===== config.mk =====
export PLATFORM = sky130hd
export DESIGN_NAME = mac_simd_fu_flat
export DESIGN_NICKNAME = d
export VERILOG_FILES = /design/src/rtl/mac_simd_fu_pkg.sv /design/src/rtl/mac_simd_fu_if.sv /design/src/rtl/mac_lane_mul.sv /design/src/rtl/mac_simd_fu.sv /design/src/flat_wrapper.sv
export SDC_FILE = /design/constraint.sdc
export NUM_CORES = 1
export LEC_CHECK = 0
export CORE_MARGIN = 10
export CORE_UTILIZATION = 55
export CTS_CLUSTER_SIZE = 30
export DETAILED_ROUTE_END_ITERATION = 12
export PLACE_DENSITY = 0.72
export SYNTH_ARGS = -nofsm -noshare
export SYNTH_HDL_FRONTEND = slang
export SYNTH_HIERARCHICAL = 1
export SYNTH_SLANG_ARGS = --single-unit

===== constraint.sdc =====
create_clock -name clk_i -period 6.8 [get_ports clk_i]
set_clock_uncertainty 0.1 [all_clocks]
set_input_delay 1.36 -clock clk_i [delete_from_list [all_inputs] [get_ports clk_i]]
set_output_delay 1.36 -clock clk_i [all_outputs]
set_load 0.05 [all_outputs]

===== src/rtl/mac_simd_fu_pkg.sv =====
// mac_simd_fu_pkg: opcodes, exception cause and S1->S2 control struct for the SIMD MAC FU.
package mac_simd_fu_pkg;

    typedef enum logic [2:0] {
        MAC_INIT   = 3'd0,
        MAC_ACC    = 3'd1,
        MAC_READ   = 3'd2,
        MAC_LOAD   = 3'd3,
        MAC_CLRALL = 3'd4
    } mac_op_e;

    localparam int unsigned ILLEGAL_INSTR = 2;

    // Width-independent part of the S1 register; lane data widths live in the top.
    typedef struct packed {
        logic       valid;
        logic [2:0] op;
        logic       sgn;
    } s1_ctrl_t;

    function automatic logic op_legal(input logic [2:0] op);
        return op <= 3'd4;
    endfunction

endpackage


===== src/rtl/mac_simd_fu_if.sv =====
// mac_simd_fu_if: issue and writeback bundle between the execute stage and the MAC FU.
interface mac_simd_fu_if #(
    parameter int unsigned XLEN          = 32,
    parameter int unsigned NUM_ACC       = 4,
    parameter int unsigned TRANS_ID_BITS = 3
);
    localparam int unsigned SEL_W = $clog2(NUM_ACC);

    logic                     mac_valid_i;
    logic [2:0]               mac_op_i;
    logic                     mac_signed_i;
    logic [SEL_W-1:0]         mac_acc_sel_i;
    logic [XLEN-1:0]          operand_a_i;
    logic [XLEN-1:0]          operand_b_i;
    logic [TRANS_ID_BITS-1:0] trans_id_i;
    logic                     mac_ready_o;
    logic                     mac_valid_o;
    logic [XLEN-1:0]          mac_result_o;
    logic [TRANS_ID_BITS-1:0] mac_trans_id_o;
    logic                     mac_ex_valid_o;
    logic [XLEN-1:0]          mac_ex_cause_o;

    modport master (
        output mac_valid_i, mac_op_i, mac_signed_i, mac_acc_sel_i, operand_a_i, operand_b_i, trans_id_i,
        input  mac_ready_o, mac_valid_o, mac_result_o, mac_trans_id_o, mac_ex_valid_o, mac_ex_cause_o
    );

    modport slave (
        input  mac_valid_i, mac_op_i, mac_signed_i, mac_acc_sel_i, operand_a_i, operand_b_i, trans_id_i,
        output mac_ready_o, mac_valid_o, mac_result_o, mac_trans_id_o, mac_ex_valid_o, mac_ex_cause_o
    );

endinterface


===== src/rtl/mac_lane_mul.sv =====
// mac_lane_mul: one W x W lane multiplier, signed or unsigned, full 2W-bit product.
module mac_lane_mul #(
    parameter int unsigned W = 8
) (
    input  logic [W-1:0]   a_i,
    input  logic [W-1:0]   b_i,
    input  logic           signed_i,
    output logic [2*W-1:0] p_o
);
    logic [2*W-1:0] a_x, b_x;

    // Extending to 2W first makes the truncated 2W-bit product exact for both signednesses.
    assign a_x = {{W{signed_i & a_i[W-1]}}, a_i};
    assign b_x = {{W{signed_i & b_i[W-1]}}, b_i};
    assign p_o = a_x * b_x;

endmodule


===== src/rtl/mac_simd_fu.sv =====
// mac_simd_fu: two-stage SIMD multiply-accumulate FU with a bank of accumulators.
module mac_simd_fu
    import mac_simd_fu_pkg::*;
#(
    parameter int unsigned XLEN          = 32,
    parameter int unsigned LANE_W        = 8,
    parameter int unsigned NUM_ACC       = 4,
    parameter int unsigned TRANS_ID_BITS = 3,
    parameter bit          SATURATE      = 1'b0
) (
    input logic          clk_i,
    input logic          rst_ni,
    input logic          flush_i,
    mac_simd_fu_if.slave bus
);
    localparam int unsigned LANES = XLEN / LANE_W;
    localparam int unsigned SEL_W = $clog2(NUM_ACC);
    localparam int unsigned PW    = 2 * LANE_W;

    logic                         accept, fire, legal, wr, clr, ov_s, vld_q, ex_q;
    s1_ctrl_t                     s1_d, s1_q;
    logic [LANES-1:0][PW-1:0]     prod_d, prod_q;
    logic [SEL_W-1:0]             sel_q;
    logic [TRANS_ID_BITS-1:0]     tid_q, tid_out_q;
    logic [NUM_ACC-1:0][XLEN-1:0] acc_d, acc_q;
    logic [XLEN-1:0]              opa_q, sum, acc_cur, acc_sat, acc_new, res_q, cause_d, cause_q;
    logic [XLEN:0]                acc_add;

    assign accept = bus.mac_valid_i & ~flush_i;
    assign s1_d   = '{valid: accept, op: bus.mac_op_i, sgn: bus.mac_signed_i};

    for (genvar i = 0; i < LANES; i++) begin : g_lane
        mac_lane_mul #(.W(LANE_W)) u_mul (
            .a_i      (bus.operand_a_i[i*LANE_W +: LANE_W]),
            .b_i      (bus.operand_b_i[i*LANE_W +: LANE_W]),
            .signed_i (bus.mac_signed_i),
            .p_o      (prod_d[i])
        );
    end

    always_ff @(posedge clk_i or negedge rst_ni) begin
        if (!rst_ni) begin
            s1_q   <= '0;
            prod_q <= '0;
            sel_q  <= '0;
            opa_q  <= '0;
            tid_q  <= '0;
        end else begin
            s1_q <= s1_d;
            if (accept) begin
                prod_q <= prod_d;
                sel_q  <= bus.mac_acc_sel_i;
                opa_q  <= bus.operand_a_i;
                tid_q  <= bus.trans_id_i;
            end
        end
    end

    assign fire    = s1_q.valid & ~flush_i;
    assign legal   = op_legal(s1_q.op);
    assign clr     = s1_q.op == MAC_CLRALL;
    assign wr      = s1_q.op == MAC_INIT || s1_q.op == MAC_ACC || s1_q.op == MAC_LOAD;
    assign acc_cur = acc_q[sel_q];

    always_comb begin
        sum = '0;
        for (int k = 0; k < LANES; k++)
            sum = sum + (s1_q.sgn ? XLEN'($signed(prod_q[k])) : XLEN'(prod_q[k]));
    end

    // Signed overflow: both addends share a sign the result does not; unsigned: carry out.
    assign acc_add = {1'b0, acc_cur} + {1'b0, sum};
    assign ov_s    = (acc_cur[XLEN-1] == sum[XLEN-1]) && (acc_add[XLEN-1] != acc_cur[XLEN-1]);
    assign acc_sat = !SATURATE ? acc_add[XLEN-1:0]
                   : s1_q.sgn  ? (ov_s ? {acc_cur[XLEN-1], {(XLEN-1){~acc_cur[XLEN-1]}}} : acc_add[XLEN-1:0])
                   : (acc_add[XLEN] ? '1 : acc_add[XLEN-1:0]);

    // CLRALL and illegal ops both fall through to zero, which is also their result.
    assign acc_new = s1_q.op == MAC_INIT ? sum
                   : s1_q.op == MAC_ACC  ? acc_sat
                   : s1_q.op == MAC_LOAD ? opa_q
                   : s1_q.op == MAC_READ ? acc_cur
                   : '0;
    assign cause_d = legal ? '0 : XLEN'(ILLEGAL_INSTR);

    always_comb begin
        acc_d = acc_q;
        for (int k = 0; k < NUM_ACC; k++)
            if (fire && (clr || (wr && sel_q == SEL_W'(k)))) acc_d[k] = clr ? '0 : acc_new;
    end

    always_ff @(posedge clk_i or negedge rst_ni) begin
        if (!rst_ni) begin
            acc_q     <= '0;
            vld_q     <= 1'b0;
            ex_q      <= 1'b0;
            res_q     <= '0;
            tid_out_q <= '0;
            cause_q   <= '0;
        end else begin
            acc_q <= acc_d;
            vld_q <= fire;
            ex_q  <= fire & ~legal;
            if (fire) begin
                res_q     <= acc_new;
                tid_out_q <= tid_q;
                cause_q   <= cause_d;
            end
        end
    end

    assign bus.mac_ready_o    = 1'b1;
    assign bus.mac_valid_o    = vld_q;
    assign bus.mac_result_o   = res_q;
    assign bus.mac_trans_id_o = tid_out_q;
    assign bus.mac_ex_valid_o = ex_q;
    assign bus.mac_ex_cause_o = cause_q;

endmodule


===== src/flat_wrapper.sv =====
// flat-port wrapper written by rule: the top's interface ports become plain ports
module mac_simd_fu_flat import mac_simd_fu_pkg::*;
#(
    parameter int unsigned XLEN          = 32,
    parameter int unsigned LANE_W        = 8,
    parameter int unsigned NUM_ACC       = 4,
    parameter int unsigned TRANS_ID_BITS = 3,
    parameter bit          SATURATE      = 1'b0
)
  (clk_i, rst_ni, flush_i, bus_mac_valid_i, bus_mac_op_i, bus_mac_signed_i, bus_mac_acc_sel_i, bus_operand_a_i, bus_operand_b_i, bus_trans_id_i, bus_mac_ready_o, bus_mac_valid_o, bus_mac_result_o, bus_mac_trans_id_o, bus_mac_ex_valid_o, bus_mac_ex_cause_o);
  mac_simd_fu_if #(.XLEN(XLEN), .NUM_ACC(NUM_ACC), .TRANS_ID_BITS(TRANS_ID_BITS)) bus_i ();
  input logic clk_i;
  input logic rst_ni;
  input logic flush_i;
  input wire logic [$bits(bus_i.mac_valid_i)-1:0] bus_mac_valid_i;
  input wire logic [$bits(bus_i.mac_op_i)-1:0] bus_mac_op_i;
  input wire logic [$bits(bus_i.mac_signed_i)-1:0] bus_mac_signed_i;
  input wire logic [$bits(bus_i.mac_acc_sel_i)-1:0] bus_mac_acc_sel_i;
  input wire logic [$bits(bus_i.operand_a_i)-1:0] bus_operand_a_i;
  input wire logic [$bits(bus_i.operand_b_i)-1:0] bus_operand_b_i;
  input wire logic [$bits(bus_i.trans_id_i)-1:0] bus_trans_id_i;
  output wire logic [$bits(bus_i.mac_ready_o)-1:0] bus_mac_ready_o;
  output wire logic [$bits(bus_i.mac_valid_o)-1:0] bus_mac_valid_o;
  output wire logic [$bits(bus_i.mac_result_o)-1:0] bus_mac_result_o;
  output wire logic [$bits(bus_i.mac_trans_id_o)-1:0] bus_mac_trans_id_o;
  output wire logic [$bits(bus_i.mac_ex_valid_o)-1:0] bus_mac_ex_valid_o;
  output wire logic [$bits(bus_i.mac_ex_cause_o)-1:0] bus_mac_ex_cause_o;
  assign bus_i.mac_valid_i = bus_mac_valid_i;
  assign bus_i.mac_op_i = bus_mac_op_i;
  assign bus_i.mac_signed_i = bus_mac_signed_i;
  assign bus_i.mac_acc_sel_i = bus_mac_acc_sel_i;
  assign bus_i.operand_a_i = bus_operand_a_i;
  assign bus_i.operand_b_i = bus_operand_b_i;
  assign bus_i.trans_id_i = bus_trans_id_i;
  assign bus_mac_ready_o = bus_i.mac_ready_o;
  assign bus_mac_valid_o = bus_i.mac_valid_o;
  assign bus_mac_result_o = bus_i.mac_result_o;
  assign bus_mac_trans_id_o = bus_i.mac_trans_id_o;
  assign bus_mac_ex_valid_o = bus_i.mac_ex_valid_o;
  assign bus_mac_ex_cause_o = bus_i.mac_ex_cause_o;
  mac_simd_fu #(.XLEN(XLEN), .LANE_W(LANE_W), .NUM_ACC(NUM_ACC), .TRANS_ID_BITS(TRANS_ID_BITS), .SATURATE(SATURATE)) u_core (.clk_i(clk_i), .rst_ni(rst_ni), .flush_i(flush_i), .bus(bus_i));
endmodule

# --- Word level (Yosys, flattened, before mapping) ---
# Cells that the tools add are included.
word_totals:
  in_bits: 77
  elab_cells: 77
  out_inout_bits: 70
  ff_bits: 303
op_classes:
  mul: 4
  eq_ne: 7
  muxes: 12
  n_addsub: 4
  n_reduce_logical: 16
  magnitude_cmp: 2
  n_bitwise: 13
ops:
  columns: ["cell", "count"]
  rows:
  - ["32-bit two-way mux", 10]
  - ["32-bit adder", 4]
  - ["32-bit binary-select mux with 2-bit select", 1]
  - ["9-bit by 9-bit multiplier with 16-bit output", 4]
  - ["1-bit bitwise AND", 11]
  - ["1-bit logical AND", 8]
  - ["3-bit by 2-bit == test with 1-bit output (second input constant)", 2]
  - ["1-bit logical OR", 6]
  - ["2-bit == test (second input constant)", 2]
  - ["3-bit by 1-bit == test with 1-bit output (second input constant)", 1]
  - ["3-bit == test (second input constant)", 1]
  - ["3-bit less-or-equal comparator (second input constant)", 1]
  - ["3-bit logical NOT", 1]
  - ["2-bit by 3-bit < comparator with 1-bit output (second input constant)", 1]
  - ["2-bit by 1-bit == test with 1-bit output (second input constant)", 1]
  - ["2-bit logical NOT", 1]
  - ["2-bit two-way mux", 1]
  - ["1-bit NOT", 2]

# --- Logic depth before layout (Yosys ltp) ---
# Gate-level depths: netlist (run 1).
depth:
  ltp_word: 8
  depth_mapped: 25
  mapped_depth_nobuf: 25

# --- By module ---
# Netlist (run 1), hierarchy kept.
by_module_without_submodules:
  columns: ["module", "area_per_inst_um2", "seq_area_each_um2", "cells_each", "n_inst"]
  rows:
  - ["mac_simd_fu", 15772.6, 6806.5, 1621, 1]
  - ["mac_lane_mul (u_core.g_lane[0].u_mul ...)", 2825.2, 0.0, 328, 2]
  - ["mac_lane_mul (u_core.g_lane[3].u_mul)", 2811.4, 0.0, 328, 1]
  - ["mac_lane_mul (u_core.g_lane[2].u_mul)", 2806.4, 0.0, 329, 1]

# --- Worst setup path after synthesis (run 1) ---
# OpenSTA, ideal clock, no wires.
synth_timing:
  path_kind: "input port to flip-flop"
  startpoint: "in bus_operand_b_i[15]"
  endpoint: "reg u_core/prod_q[30] (netlist bit)"
  setup_time_ns: 0.083
  t_arrival_ns: 6.019
  slack_ns: 0.599
  t_required_ns: 6.617
  path_stages: 18
  n_path_buf: 1
  path_cell_list: "clkbuf_1 > nand2_1 > or2_2 > fa_1 > fa_1 > inv_1 > fa_1 > fa_1 > inv_1 > fa_1 > inv_1 > ha_1 > o21ai_0 > o21ai_1 > a2111o_1 > o311ai_1 > nand2_1 > o21ai_0"
synth_lines:
  columns: ["item", "line_no", "text"]
  rows:
  - ["from (decl)", "flat_wrapper.sv:20", "input wire logic [$bits(bus_i.operand_b_i)-1:0] bus_operand_b_i;"]
  - ["to (signal assigned)", "mac_simd_fu.sv:51", "prod_q <= prod_d;"]
  - ["to (decl)", "mac_simd_fu.sv:22", "logic [LANES-1:0][PW-1:0] prod_d, prod_q;"]

# --- Worst setup path in the final report (run 1) ---
layout_timing:
  startpoint: "reg u_core/prod_q[17] (netlist bit)"
  endpoint: "reg u_core.res_q[28] (netlist: u_core/bus.mac_result_o[28])"
layout_between:
  elab_chain_len: 7
layout_lines:
  columns: ["item", "line_no", "text"]
  rows:
  - ["32-bit two-way mux (*)", "mac_simd_fu.sv:68", "sum = sum + (s1_q.sgn ? XLEN'($signed(prod_q[k])) : XLEN'(prod_q[k]));"]
  - ["32-bit adder (*) (3 in series)", "mac_simd_fu.sv:68", null]
  - ["32-bit adder", "mac_simd_fu.sv:72", "assign acc_add = {1'b0, acc_cur} + {1'b0, sum};"]
  - ["32-bit two-way mux", "mac_simd_fu.sv:80", ": s1_q.op == MAC_ACC ? acc_sat"]
  - ["32-bit two-way mux (*)", "mac_simd_fu.sv:79", "assign acc_new = s1_q.op == MAC_INIT ? sum"]
  - ["to (signal assigned)", "mac_simd_fu.sv:105", "res_q <= acc_new;"]
  - ["to (decl)", "mac_simd_fu.sv:26", "logic [XLEN-1:0] opa_q, sum, acc_cur, acc_sat, acc_new, res_q, cause_d, cause_q;"]
# Every way passes the cells marked *; elsewhere a longest branch is shown, timed or not.
# A chain may end at the register's enable or synchronous reset.

==> reports/qor.csv, run 1 <==
stage,metric,value,unit
synth,ys_ff_latch,272,
route,ant_nets,0,
worst_setup_path,crit_fanout,5,
clock_network,htreeDepth,1,
route,viasPerCell,5.51,
synth,ys.flop_type,dfrtp_1,
route,wl_per_cell,18.0,um
finish,final_nets,3580,
clock_network,clk_path_buf_depth,3,
clock_network,cts_inserted_buffers,31,
die,std_cell_rows,81,
synth,synthMuxAreaShare,0.0635,
finish,final_cell_count_no_fill,3717,
worst_setup_path,slowest_stage,or4_4,
clock_network,holdBufCountCts,0,
clock_network,cts_tree,done,
synth,synthesis.area,0.0270,mm^2
worst_setup_path,path_buf_inv,4,
clock_network,post_cts.repair.setup_buffers,0,
finish,antenna_cells,0,
run,drv_cap,0,
timing,slew_violations,0,
route,first_pass_iters,6,
worst_setup_path,crit_path_start_kind,flop,
synth,synth_cells,2934,
synth,synth_top_family_by_area,adder cells,
worst_setup_path,critPathArrivalTime,6.86,ns
worst_setup_path,crit_family,compound AO/OA/AOI/OAI gates,
die,dieArea,0.0584,mm^2
worst_setup_path,cp_slowest_stage_delay,0.48,ns
timing,fmax,154,MHz
synth,synth_adder_area_share,0.297,
clock_network,cts-root-buf,clkbuf_16,
route,drt_iter0_markers,1406,
global_routing,grt_pass1_vias,21500,
global_routing,grt_max_degree,163,
die,start_util,0.555,
route,vias,20500,
place,finalWeightedCongestion,0.896,
global_routing,grt_pass1_wl,112,mm
synth,yosys.area.top_type,dfrtp_1,
global_routing,overflow,0,
synth,yosysTopAreaCellShare,0.252,
die,coreArea,0.0487,mm^2
synth,synth_seq_area_share,0.252,
worst_setup_path,reg2reg_slack,0.29,ns
synth,synth_compound_area_frac,0.113,
die,ios,147,
synth,yosys-top-cells-area,"dfrtp_1 (25%), fa_1 (21%), ha_1 (8.4%)",
global_routing,grt_usage,0.230,
timing,final_hold_viol_count,0,
worst_setup_path,required,7.15,ns
timing,setup_viol,0,
timing,max_slew_margin,0.375,
route,drt-total-wl,67.0,mm
timing,hold-worst-slack,0.372,ns
finish,final_util,0.620,
clock_network,cts_num_sinks,272,
synth,post_synth.cell_area_avg,9.22,um^2
finish,drive_above_1_share,0.0956,
place,dp_cells,3664,
synth,synth_edf_count,0,
die,die_h,242,um
outcome,status,completed,
worst_setup_path,endpoint_kind,flop,
place,dp.final_hpwl,52.9,mm
place,io_buffer_count,114,
synth,post_synth_and_or_nand_nor_area_fraction,0.140,
synth,synth.distinct_cells,83,
timing,tightest_slew,0.938,ns
synth,ys_warn_count,6,
synth,synthArstFlopShare,1.00,
timing,period_share,0.957,
min_path,min_path_type,reg2reg,
global_routing,antenna_found_initial,1,
route,drc,0,
clock_network,clk_pin_slew,0.06,ns
clock_network,clock_latency,0.60,ns
worst_setup_path,path_cells,inv_1 -> fa_1 -> fa_1 -> inv_1 -> ha_1 -> inv_1 -> fa_1 -> nand2b_1 -> a21o_1 -> a31oi_2 -> buf_4 -> a21oi_1 -> xnor2_1 -> ha_1 -> a2111oi_0 -> o21a_1 -> o31a_1 -> o32ai_1 -> and4_1 -> o21a_1 -> or4_4 -> a21oi_2 -> o31ai_1,
timing,fin_crit,6.51,ns
worst_setup_path,worstSetupPathType,reg2reg,
synth,synthXorXnorAreaFrac,0.0380,
finish,syn2layout_area_growth,11.7,%
die,dieWidth,242,um
==> tightest hold or removal path: cells and delay by family (launching register included) <==
family | cells | cell delay [ns]
DFF | 1 | 0.34
and+or+nand+nor | 2 | 0.10
==> timing repair <==
action,CTS,global route
hold endpoints to repair,0,0
endpoints found under the setup margin,0,10
gates resized for setup,0,2
==> cells in the final DEF (no fill, tap or decap), types with 23 or more instances in the layout <==
| cell type | netlist | routed |
|---|---|---|
| nor2_1 | 78 | 78 |
| buf_4 | 35 | 80 |
| clkbuf_16 | 0 | 31 |
| clkdlybuf4s50_1 | 0 | 113 |
| xnor2_1 | 93 | 93 |
| mux4_2 | 48 | 48 |
| and2_1 | 118 | 118 |
| and3_1 | 23 | 23 |
| mux2_2 | 49 | 49 |
| fa_1 | 288 | 288 |
| ha_1 | 182 | 182 |
| nand3_1 | 25 | 25 |
| inv_1 | 488 | 488 |
| a21oi_1 | 68 | 68 |
| nand2_1 | 479 | 478 |
| conb_1 | 2 | 32 |
| o21ai_1 | 29 | 26 |
| nor3_1 | 26 | 26 |
| a21o_1 | 39 | 39 |
| dfrtp_1 | 272 | 270 |
| o21ai_0 | 218 | 218 |
==> metal layers <==
metal,part of all wire,track usage,up-vias
met5,0.00019,0,-
met4,0.028,0.0631,2
met3,0.051,0.0300,108
met2,0.50,0.405,578
met1,0.42,0.292,10200
li1,-,-,9567
==> per-stage QoR <==
step                      area (um^2)  setup WS, ns   TNS, ns
after floorplan                 27200         0.599         0
after global placement          29100         0.103         0
after detailed placement        29100        0.0905         0
after CTS                       30200         0.293         0
after global routing            30200      -0.00308  -0.00443
final                           30200         0.292         0
==> path summary, 6_finish.rpt <==
path | start | end | depth (start not counted)
max | u_core/prod_q[17] | u_core/bus.mac_result_o[28] | 23
min | u_core/tid_q[0] | u_core/bus.mac_trans_id_o[0] | 2
max reg2reg | u_core/prod_q[17] | u_core/bus.mac_result_o[28] | 23
min reg2reg | u_core/tid_q[0] | u_core/bus.mac_trans_id_o[0] | 2
max in group asynchronous | rst_ni | u_core/bus.mac_result_o[5] | 2
min in group asynchronous | rst_ni | u_core/tid_q[2] | 1
==> cell families after synthesis <==
family / after synthesis
muxes: 105
other: 2
adders and majority gates: 470
AOI/OAI and AO/OA: 489
and+or+nand+nor: 830
DFF: 272
buffers and inverters: 652
xor gates and xnor gates: 114
==> sequential cells by signal (all words and copies together), names as in the netlist <==
name	flops
u_core/bus.mac_ex_valid_o	1
u_core/bus.mac_valid_o	1
u_core/acc_q	128
u_core/bus.mac_ex_cause_o	1
u_core/sel_q	2
u_core/bus.mac_trans_id_o	3
u_core/tid_q	3
u_core/bus.mac_result_o	32
u_core/opa_q	32
u_core/prod_q	64
u_core/s1_q	5
==> Yosys cell counts (5+ instances only) <==
cell type and instances:
a211oi_1 14, a211oi_2 5, a21o_1 39, a21oi_1 68, a31oi_1 14, and2_1 118
and3_1 23, and4_1 5, buf_1 9, buf_2 6, buf_4 35, clkbuf_1 110
dfrtp_1 272, fa_1 288, ha_1 182, inv_1 488, mux2_2 49, mux2i_1 7
mux4_2 48, nand2_1 479, nand2b_1 10, nand3_1 25, nand4_1 8, nor2_1 78
nor2b_1 16, nor3_1 26, nor4_1 5, o211ai_1 9, o21a_1 9, o21ai_0 218
o21ai_1 29, o31ai_1 15, o41ai_1 6, or2_2 18, or3_1 5, xnor2_1 93
xor2_1 19
==> area by class of cell <==
class	count	area (um^2)
Fill cell	4091	18500
Inverter	491	1840
Multi-Input combinational cell	2040	17800
Timing Repair Buffer	197	1810
Tap cell	664	831
Clock buffer	40	890
Sequential cell	272	6810
Clock inverter	13	216
Power of run 1 is not shown: default switching activity piles up to over one toggle a cycle in this logic, so the estimate is an artifact.
==> run 2, diff against run 1 <==
Clock period 6.8 ns to 7.3 ns, I/O delays scaled along.
==> run 2 against run 1 <==
Register-to-register slack better by 0.13 ns. Routed wire length down 0.74%. Setup slack improved by 0.13 ns. Critical path type unchanged. Critical endpoint is now u_core/acc_q[126].
==> reports/qor.csv, run 2 (synthesis results as in run 1) <==
stage,metric,value,unit,change
worst_setup_path,cp_slowest_stage_delay,0.73,ns,+0.25 ns
die,start_util,0.555,,unchanged
finish,syn2layout_area_growth,9.32,%,
global_routing,grt_max_degree,121,,-26%
clock_network,holdBufCountCts,0,,unchanged
clock_network,cts_tree,done,,
worst_setup_path,path_buf_inv,3,,-1
timing,setup_viol,0,,unchanged
min_path,min_path_type,reg2reg,,
worst_setup_path,worstSetupPathType,reg2reg,,
clock_network,cts_inserted_buffers,28,,-9.7%
die,ios,147,,unchanged
die,die_h,242,um,unchanged
finish,seq_area,0.00681,mm^2,unchanged
global_routing,overflow,0,,unchanged
finish,final_common_cell,inv_1,,
worst_setup_path,crit_path_start_kind,flop,,
global_routing,grt_pass1_wl,112,mm,+0.12%
clock_network,cts-root-buf,clkbuf_16,,
finish,antenna_cells,0,,unchanged
route,wl_per_cell,18.2,um,+0.75%
timing,fin_crit,6.88,ns,+0.369 ns
finish,top_register,u_core/acc_q,,
clock_network,post_cts.repair.setup_buffers,0,,unchanged
place,finalWeightedCongestion,0.929,,+3.7%
worst_setup_path,required,7.70,ns,+0.55 ns
timing,tightest_slew,1.10,ns,+0.162 ns
global_routing,antenna_found_initial,3,,+2
timing,period_share,0.942,,-0.0149
clock_network,cts_num_sinks,272,,unchanged
timing,finalSetupTns,0,ns,unchanged
run,drv_cap,0,,unchanged
worst_setup_path,endpoint_kind,flop,,
clock_network,htreeDepth,1,,unchanged
global_routing,grt_usage,0.230,,about the same
finish,final_nets,3525,,-1.5%
finish,multi_input_area,0.0178,mm^2,about the same
clock_network,clk_path_buf_depth,3,,unchanged
route,drt-total-wl,66.5,mm,-0.74%
timing,rsz0062_at_grt,no,,
die,dieArea,0.0584,mm^2,unchanged
place,io_buffer_count,114,,unchanged
outcome,status,completed,,
route,drc,0,,unchanged
die,coreArea,0.0487,mm^2,unchanged
worst_setup_path,crit_fanout,6,,+1
timing,final_hold_viol_count,0,,unchanged
timing,slew_violations,0,,unchanged
finish,drive_above_1_share,0.0761,,-0.0196
clock_network,clk_pin_slew,0.06,ns,about the same
place,dp.final_hpwl,52.3,mm,-1.0%
clock_network,clock_latency,0.59,ns,about the same
route,viasPerCell,5.54,,+0.52%
clock_network,ctsResizeCount,0,,unchanged
route,first_pass_iters,5,,-1
worst_setup_path,crit_family,compound AO/OA/AOI/OAI gates,,
worst_setup_path,slowest_stage,o41ai_1,,
finish,largest_reg_flops,128,,unchanged
die,std_cell_rows,81,,unchanged
global_routing,grt_pass1_vias,21400,,-0.23%
finish,final_cell_mix,"inv_1 (488), nand2_1 (478), fa_1 (288)",,
timing,max_slew_margin,0.267,,-0.108
route,vias,20300,,-0.97%
die,dieWidth,242,um,unchanged
worst_setup_path,critPathArrivalTime,7.27,ns,+0.41 ns
finish,fill_cells,4178,,+2.1%
route,drt_iter0_markers,1394,,-0.85%
finish,reg.largest.list,"u_core/acc_q: 128 flops, u_core/prod_q: 64 flops",,
timing,fmax,145,MHz,-5.4%
route,ant_nets,0,,unchanged
[run 2: changes by cell type in the layout (fill, tap and decap cells not counted), moves of 2 or more]
cell and delta:
clkbuf_1 +7, clkinv_2 +3, buf_4 -50, clkbuf_8 -6
bufinv_16 -3, buf_12 -2, clkbuf_16 -3
[run 2: layout make-up]
| type | instances | share of cell area |
|---|---|---|
| Clock buffer | 38 | 0.0256 |
| Clock inverter | 12 | 0.00440 |
| Inverter | 491 | 0.0623 |
| Multi-Input combinational cell | 2040 | 0.602 |
| Sequential cell | 272 | 0.230 |
| Tap cell | 664 | 0.0281 |
| Timing Repair Buffer | 145 | 0.0471 |
[run 2: final timing paths]
path	from	end	slack, ns	cells after the start
worst max-delay path	u_core/prod_q[0]	u_core/acc_q[126]	0.42	25
worst min register to register	u_core/acc_q[87]	u_core/acc_q[87]	0.37	2
min in group asynchronous	rst_ni	u_core/tid_q[0]	0.82	1
worst max register to register	u_core/prod_q[0]	u_core/acc_q[126]	0.42	25
worst min-delay path	u_core/acc_q[87]	u_core/acc_q[87]	0.37	2
max in group asynchronous	rst_ni	u_core/acc_q[70]	4.70	2
[run 2: stage by stage]
stage,setup WS (ns),area (um^2),hold WS [ns],cells,util
3_5_place_dp,0.370,28700,0.358,3612,0.588
5_1_grt,0.100,29600,0.398,3662,0.606
6_report,0.423,29600,0.372,3662,0.606
2_1_floorplan,0.999,27200,0.335,2964,-
4_1_cts,0.513,29600,0.373,3662,0.606
3_3_place_gp,0.454,28700,0.344,3612,0.588
[run 2: per-layer routing]
metal  track usage  vias to the layer above  part of all wire
li1              -                     9447                 -
met1         0.295                    10200              0.42
met2         0.402                      557              0.51
met3        0.0312                      106             0.048
met4        0.0566                        4             0.022
met5             0                        -           0.00039
[run 2: tightest hold or removal path, stage by stage (launching register included)]
cell and delay (ns):
dfrtp_1 0.34, nand2_1 0.05, o41ai_1 0.05
Power of run 2 is left out for the same reason.
